**src/rtl/bus_pkg.sv**
```systemverilog
// Shared bus definitions: default widths and a constant-safe clog2 for slave decoders.
package bus_pkg;

    localparam int unsigned BUS_ADDR_W = 8;
    localparam int unsigned BUS_DATA_W = 32;
    localparam int unsigned BUS_SEL_W  = 3;

    function automatic int unsigned bus_clog2(input int unsigned n);
        int unsigned r;
        r = 0;
        while ((64'd1 << r) < 64'(n)) begin
            r++;
        end
        return r;
    endfunction

endpackage

```
**src/rtl/bus_rr_arbit.sv**
```systemverilog
// Registered round-robin arbiter with a per-owner hold limit; the bus always parks on an owner.
module bus_rr_arbit
    import bus_pkg::*;
#(
    parameter  int unsigned NUM_M    = 4,
    parameter  int unsigned MAX_HOLD = 4,
    localparam int unsigned OW       = bus_clog2(NUM_M),
    localparam int unsigned HW       = bus_clog2((MAX_HOLD > 1) ? MAX_HOLD : 2)
) (
    input  logic             clk,
    input  logic             reset_n,
    input  logic [NUM_M-1:0] m_req,
    output logic [NUM_M-1:0] m_grant,
    output logic [OW-1:0]    owner
);

    logic [NUM_M-1:0] grant_q, grant_d;
    logic [OW-1:0]    owner_q, owner_d;
    logic [HW-1:0]    hold_q, hold_d;
    logic [OW-1:0]    next_owner;
    logic             others_req, at_limit, owner_req;

    // Search owner+1, owner+2, ... ; descending loop lets the nearest candidate win.
    always_comb begin
        logic [OW-1:0] cand;
        int            c;
        cand       = '0;
        c          = 0;
        next_owner = owner_q;
        for (int k = int'(NUM_M) - 1; k >= 1; k--) begin
            c    = (int'(owner_q) + k) % int'(NUM_M);
            cand = OW'(c);
            if (m_req[cand]) begin
                next_owner = cand;
            end
        end
    end

    assign others_req = |(m_req & ~grant_q);
    assign owner_req  = m_req[owner_q];
    assign at_limit   = (MAX_HOLD != 0) && (hold_q == HW'(MAX_HOLD - 1));

    always_comb begin
        owner_d = owner_q;
        hold_d  = '0;
        grant_d = '0;
        if (owner_req && !(at_limit && others_req)) begin
            // Keep owner; counter saturates at the limit when nobody else is waiting.
            if (MAX_HOLD != 0 && !at_limit) begin
                hold_d = hold_q + 1'b1;
            end else begin
                hold_d = hold_q;
            end
        end else if (|m_req) begin
            owner_d = next_owner;
        end
        grant_d[owner_d] = 1'b1;
    end

    always_ff @(posedge clk or negedge reset_n) begin
        if (!reset_n) begin
            grant_q <= NUM_M'(1);
            owner_q <= '0;
            hold_q  <= '0;
        end else begin
            grant_q <= grant_d;
            owner_q <= owner_d;
            hold_q  <= hold_d;
        end
    end

    assign m_grant = grant_q;
    assign owner   = owner_q;

endmodule

```
**src/rtl/bus_rr.sv**
```systemverilog
// Shared-bus interconnect: round-robin master arbitration, address decode, registered read return.
module bus_rr
    import bus_pkg::*;
#(
    parameter int unsigned NUM_M    = 4,
    parameter int unsigned NUM_S    = 4,
    parameter int unsigned ADDR_W   = BUS_ADDR_W,
    parameter int unsigned DATA_W   = BUS_DATA_W,
    parameter int unsigned SEL_W    = BUS_SEL_W,
    parameter int unsigned MAX_HOLD = 4
) (
    input  logic                    clk,
    input  logic                    reset_n,
    input  logic [NUM_M-1:0]        m_req,
    input  logic [NUM_M-1:0]        m_wr,
    input  logic [NUM_M*ADDR_W-1:0] m_address,
    input  logic [NUM_M*DATA_W-1:0] m_dout,
    input  logic [NUM_S*DATA_W-1:0] s_dout,
    output logic [NUM_M-1:0]        m_grant,
    output logic [DATA_W-1:0]       m_din,
    output logic                    m_decerr,
    output logic [NUM_S-1:0]        s_sel,
    output logic [ADDR_W-1:0]       s_address,
    output logic                    s_wr,
    output logic [DATA_W-1:0]       s_din
);

    localparam int unsigned OW = bus_clog2(NUM_M);

    logic [OW-1:0]     owner;
    logic [ADDR_W-1:0] addr_arr  [NUM_M];
    logic [DATA_W-1:0] wdata_arr [NUM_M];
    logic [DATA_W-1:0] rdata_arr [NUM_S];
    logic [SEL_W-1:0]  idx;
    logic              dec_err;
    logic [SEL_W-1:0]  rd_idx_q;
    logic              rd_err_q;

    bus_rr_arbit #(
        .NUM_M   (NUM_M),
        .MAX_HOLD(MAX_HOLD)
    ) u_arbit (
        .clk    (clk),
        .reset_n(reset_n),
        .m_req  (m_req),
        .m_grant(m_grant),
        .owner  (owner)
    );

    for (genvar i = 0; i < NUM_M; i++) begin : g_mst
        assign addr_arr[i]  = m_address[i*ADDR_W +: ADDR_W];
        assign wdata_arr[i] = m_dout[i*DATA_W +: DATA_W];
    end

    for (genvar j = 0; j < NUM_S; j++) begin : g_slv
        assign rdata_arr[j] = s_dout[j*DATA_W +: DATA_W];
    end

    // Owner's signals are forwarded even when it is not requesting.
    always_comb begin
        s_address = '0;
        s_wr      = 1'b0;
        s_din     = '0;
        for (int i = 0; i < int'(NUM_M); i++) begin
            if (owner == OW'(i)) begin
                s_address = addr_arr[i];
                s_wr      = m_wr[i];
                s_din     = wdata_arr[i];
            end
        end
    end

    assign idx     = s_address[ADDR_W-1 -: SEL_W];
    assign dec_err = 32'(idx) >= NUM_S;

    always_comb begin
        s_sel = '0;
        for (int j = 0; j < int'(NUM_S); j++) begin
            s_sel[j] = (idx == SEL_W'(j));
        end
    end

    always_ff @(posedge clk or negedge reset_n) begin
        if (!reset_n) begin
            rd_idx_q <= '0;
            rd_err_q <= 1'b0;
        end else begin
            rd_idx_q <= idx;
            rd_err_q <= dec_err;
        end
    end

    always_comb begin
        m_din = '0;
        for (int j = 0; j < int'(NUM_S); j++) begin
            if (!rd_err_q && rd_idx_q == SEL_W'(j)) begin
                m_din = rdata_arr[j];
            end
        end
    end

    assign m_decerr = rd_err_q;

endmodule

```
**config.mk**
```make
export PLATFORM = sky130hd
export DESIGN_NAME = bus_rr
export DESIGN_NICKNAME = d
export VERILOG_FILES = /design/src/rtl/bus_pkg.sv /design/src/rtl/bus_rr_arbit.sv /design/src/rtl/bus_rr.sv
export SDC_FILE = /design/constraint.sdc
export NUM_CORES = 1
export LEC_CHECK = 0
export BUFFER_PORTS_ARGS = -buffer_cell sky130_fd_sc_hd__buf_2
export CORE_AREA = 5 5 145 147
export CTS_BUF_LIST = sky130_fd_sc_hd__clkbuf_8
export CTS_CLUSTER_DIAMETER = 200
export DETAILED_ROUTE_END_ITERATION = 10
export DIE_AREA = 0 0 150 152
export GPL_TIMING_DRIVEN = 0
export SLEW_MARGIN = 20
export SYNTH_ARGS = -nofsm -noshare
export SYNTH_HDL_FRONTEND = slang
export SYNTH_SLANG_ARGS = --single-unit
```
**constraint.sdc**
```tcl
create_clock -name clk -period 8.15 [get_ports clk]
set_clock_uncertainty 0.15 [all_clocks]
set_input_delay 2.445 -clock clk [delete_from_list [all_inputs] [get_ports clk]]
set_output_delay 2.445 -clock clk [all_outputs]
set_load 0.02 [all_outputs]
```
==> summary.txt <==
Detailed routing
  • Via Count: 4,941
  • Pre-antenna DRT Iters: 4
  • Avg WL per Cell: approximately 20 µm
  • Routed Antenna Nets: 0
  • Routed WL: ~22,000 µm
  • Detailed-route vias per instance: 4.571
  • DR iter-0 viols: 258
  • DRC: 0

Hold path
  • Worst Hold Depth: 2
  • Hold Path End: u_arbit.hold_q[1]$_DFFE_PN0P_
  • Min-delay src: u_arbit.hold_q[1]$_DFFE_PN0P_
  • Worst Hold Class: flop to flop

Placement
  • Post-DP HPWL: 19,160 µm
  • Post-Place Cells: 1,074
  • I/O Buffers: around 380
  • GPL Wtd Cong: slightly above 0.9

Worst setup path
  • Setup CP Type: input pin to output port
  • Reg2reg end: u_arbit.m_grant[3]$_DFF_PN0_
  • Flop2flop setup slack: 5530 ps
  • Worst reg2reg path depth: 8
  • Worst path arrival time: 3860 ps
  • Reg-to-reg startpoint: u_arbit.owner[0]$_DFF_PN0_
  • Worst EP required: 5560 ps
  • Startpoint types: input pin
  • Endpoint type of the worst setup path: output port
  • Critical path peak fanout: 4

Floorplanning
  • Die Y: 152 µm
  • Top Ports: 380
  • Core area: 19,780 µm²
  • Die footprint: roughly 23,000 µm²
  • Row count: 52
  • Die width: about 150 µm
  • Starting Density: 0.1578

GRT
  • Total Routing Usage GR: 0.1728
  • Vias in the first global route: approximately 5.0k
  • Initial antenna violation count: 7
  • Largest net degree at the start of global routing: 12
  • Grt total ovfl: 0
  • First-pass GRT wire length: 30,280 µm

STA
  • Fin Setup TNS: 0 ps
  • RSZ-0062 raised after global routing: false
  • Worst-Margin Slew: about 670 ps
  • Tcrit/Tclk final: 0.7920
  • Final number of hold-violating endpoints: 0
  • Final setup fails: 0
  • Max-slew violation count: 0
  • Slew Limit Headroom: 0.5523
  • Clock period minus worst slack: 6455 ps
  • Hold_ws: 426.7 ps
  • Achievable Freq: 154.9 MHz

Synthesis
  • Synthesized instance count: around 430
  • Yosys cell types: 46
  • Number of synthesized flops with an enable pin: 0
  • Yosys reg bits: 11
  • Syn nets: 728
  • Cell Area, Synth: around 3100 µm²
  • Synthesized area per cell: 7.345 µm²
  • Yosys warns: 0
  • Share of flip-flops with an asynchronous set or reset: 1.000
  • Seq/Total Area, Yosys: 0.08858
  • Main synth FF type: dfrtp_1

Power and ir drop
  • LEAKAGE: roughly 2.6 nW
  • PwrDens: between 300 and 400 nW/µm²
  • Maximum vdd drop: 0.1304 mV

Finish
  • Final nets: 1,112
  • Layout overhead on the synthesized area: 73.31%
  • Fraction of layout cells with a size suffix above 1: 0.5297
  • Final cell count without fillers: roughly 1.1k
  • Util after Layout: 0.2735
  • FILL cells: 2,271

Clocking
  • Clk sink count: 11
  • Post-CTS Hold Fix Bufs: 0
  • CTS root buffer: clkbuf_8
  • CTS tree: done
  • Clock Pin Slew Worst Setup and Hold Paths: 50 ps
  • Cts repair resizes: 0
  • TritonCTS buffer count: 3
  • Post-CTS Setup Bufs: 0
  • H-tree depth: 1
  • Clk Latency, worst-skew pair: about 240 ps
  • Max Root-Sink Buffers: 2

Job
  • # Max-Cap Violations: 0

Outcome
  • Status: complete, no violations
==> critical path: stages <==
cell and delay, ps:
buf_2 90, nor2b_1 110, a221oi_1 280, nor3_1 130, a21oi_1 290, inv_1 130, nor3_1 170, buf_2 190
==> power breakdown <==
| part | leakage [nW] | total, mW | internal, mW | switching, mW |
|---|---|---|---|---|
| logic | 2.43 | 1.90 | 0.712 | 1.19 |
| clock network | 0.0255 | 0.0533 | 0.0335 | 0.0197 |
| registers | 0.136 | 0.110 | 0.0824 | 0.0272 |
| total | 2.60 | 2.06 | 0.828 | 1.24 |
==> cell families (layout without fill, tap and decap cells) <==
logic type,Yosys count,count (layout),share of synthesized area
xor gates and xnor gates,1,1,0.002806
and+or+nand+nor,182,182,0.3138
buffers and inverters,48,431,0.06493
AOI/OAI and AO/OA,140,140,0.2505
other,0,3,0
adders and majority gates,5,5,0.02004
DFF,11,11,0.08858
muxes,38,38,0.2593
==> sequential cells by signal, indices dropped and copies added (netlist names) <==
| name | cells |
|---|---|
| rd_idx_q | 2 |
| u_arbit.m_grant | 4 |
| u_arbit.hold_q | 2 |
| m_decerr | 1 |
| u_arbit.owner | 2 |
==> cell usage in the layout, fill, tap and decap left out, types with 2 or more instances in the layout <==
cell type,Yosys,layout
a21boi_0,2,2
and2_1,2,2
mux2i_1,4,4
ha_1,5,5
o22ai_1,2,2
clkbuf_8,0,3
o21ai_0,42,42
nand4bb_1,2,2
diode_2,0,3
a221oi_1,3,3
and3_1,2,2
a21oi_1,77,77
buf_1,9,9
nand3b_1,36,36
clkbuf_1,28,28
buf_6,2,2
inv_1,5,5
buf_2,3,382
o221ai_1,2,2
nor2_1,4,4
dfrtp_1,10,10
a22oi_1,2,2
mux4_2,32,32
nand2_1,81,81
nor2b_1,41,41
nor4_1,2,2
nor3_1,5,5
nand3_1,2,2
==> worst max path at each step <==
stage	from	to	slack, ps	depth (start not counted)
after floorplan	m_address[5]	s_sel[2]	1820	6
after global placement	m_address[5]	s_sel[2]	1650	8
after detailed placement	m_address[5]	s_sel[2]	1650	8
after CTS	m_address[5]	s_sel[2]	1650	8
after global routing	m_address[5]	s_sel[2]	1550	8
final	m_address[5]	s_sel[2]	1700	8
==> metrics by stage <==
| step | setup slack [ps] | instance area (µm²) | total power, mW |
|---|---|---|---|
| 2_1_floorplan | 1821 | 3122 | 1.370 |
| 3_3_place_gp | 1651 | 5356 | 2.022 |
| 3_5_place_dp | 1648 | 5356 | 2.026 |
| 4_1_cts | 1649 | 5403 | 2.086 |
| 5_1_grt | 1554 | 5410 | 2.234 |
| 6_report | 1695 | 5410 | 2.064 |
==> Yosys cell counts, types with 2 or more instances <==
| master | instances | area (µm²) |
|---|---|---|
| ha_1 | 5 | 62.56 |
| dfrtp_1 | 10 | 250.2 |
| nand4bb_1 | 2 | 22.52 |
| mux4_2 | 32 | 720.7 |
| mux2i_1 | 4 | 40.04 |
| buf_1 | 9 | 33.78 |
| nand3_1 | 2 | 10.01 |
| o21ai_0 | 42 | 210.2 |
| clkbuf_1 | 28 | 105.1 |
| nor3_1 | 5 | 25.02 |
| a21oi_1 | 77 | 385.4 |
| a21boi_0 | 2 | 15.01 |
| nand2_1 | 81 | 304.0 |
| o22ai_1 | 2 | 12.51 |
| a22oi_1 | 2 | 15.01 |
| buf_2 | 3 | 15.01 |
| buf_6 | 2 | 22.52 |
| a221oi_1 | 3 | 26.28 |
| nor2_1 | 4 | 15.01 |
| inv_1 | 5 | 18.77 |
| o221ai_1 | 2 | 17.52 |
| nor4_1 | 2 | 12.51 |
| and3_1 | 2 | 12.51 |
| and2_1 | 2 | 12.51 |
| nand3b_1 | 36 | 270.3 |
| nor2b_1 | 41 | 256.5 |
==> area by class of cell <==
class / instances / area (µm²) / share of cell area
multi-input combinational: 366 / 2643 / 0.4884
antenna: 3 / 7.507 / 0.001388
inverter: 5 / 18.77 / 0.003469
timing repair buffer: 379 / 1897 / 0.3506
clock inverter: 1 / 5.005 / 0.0009251
clock buffer: 3 / 41.29 / 0.007632
buffer: 43 / 183.9 / 0.03400
tap: 270 / 337.8 / 0.06244
sequential: 11 / 276.5 / 0.05111
==> routing by layer <==
layer  vias up  part of all wire  GRT usage
met5         -           0.00060          0
li1       2335                 -          -
met3        20             0.082    0.03158
met2       277              0.50     0.3090
met4         2             0.017    0.03791
met1      2307              0.40     0.2145
(Power assumes the default switching activity.)
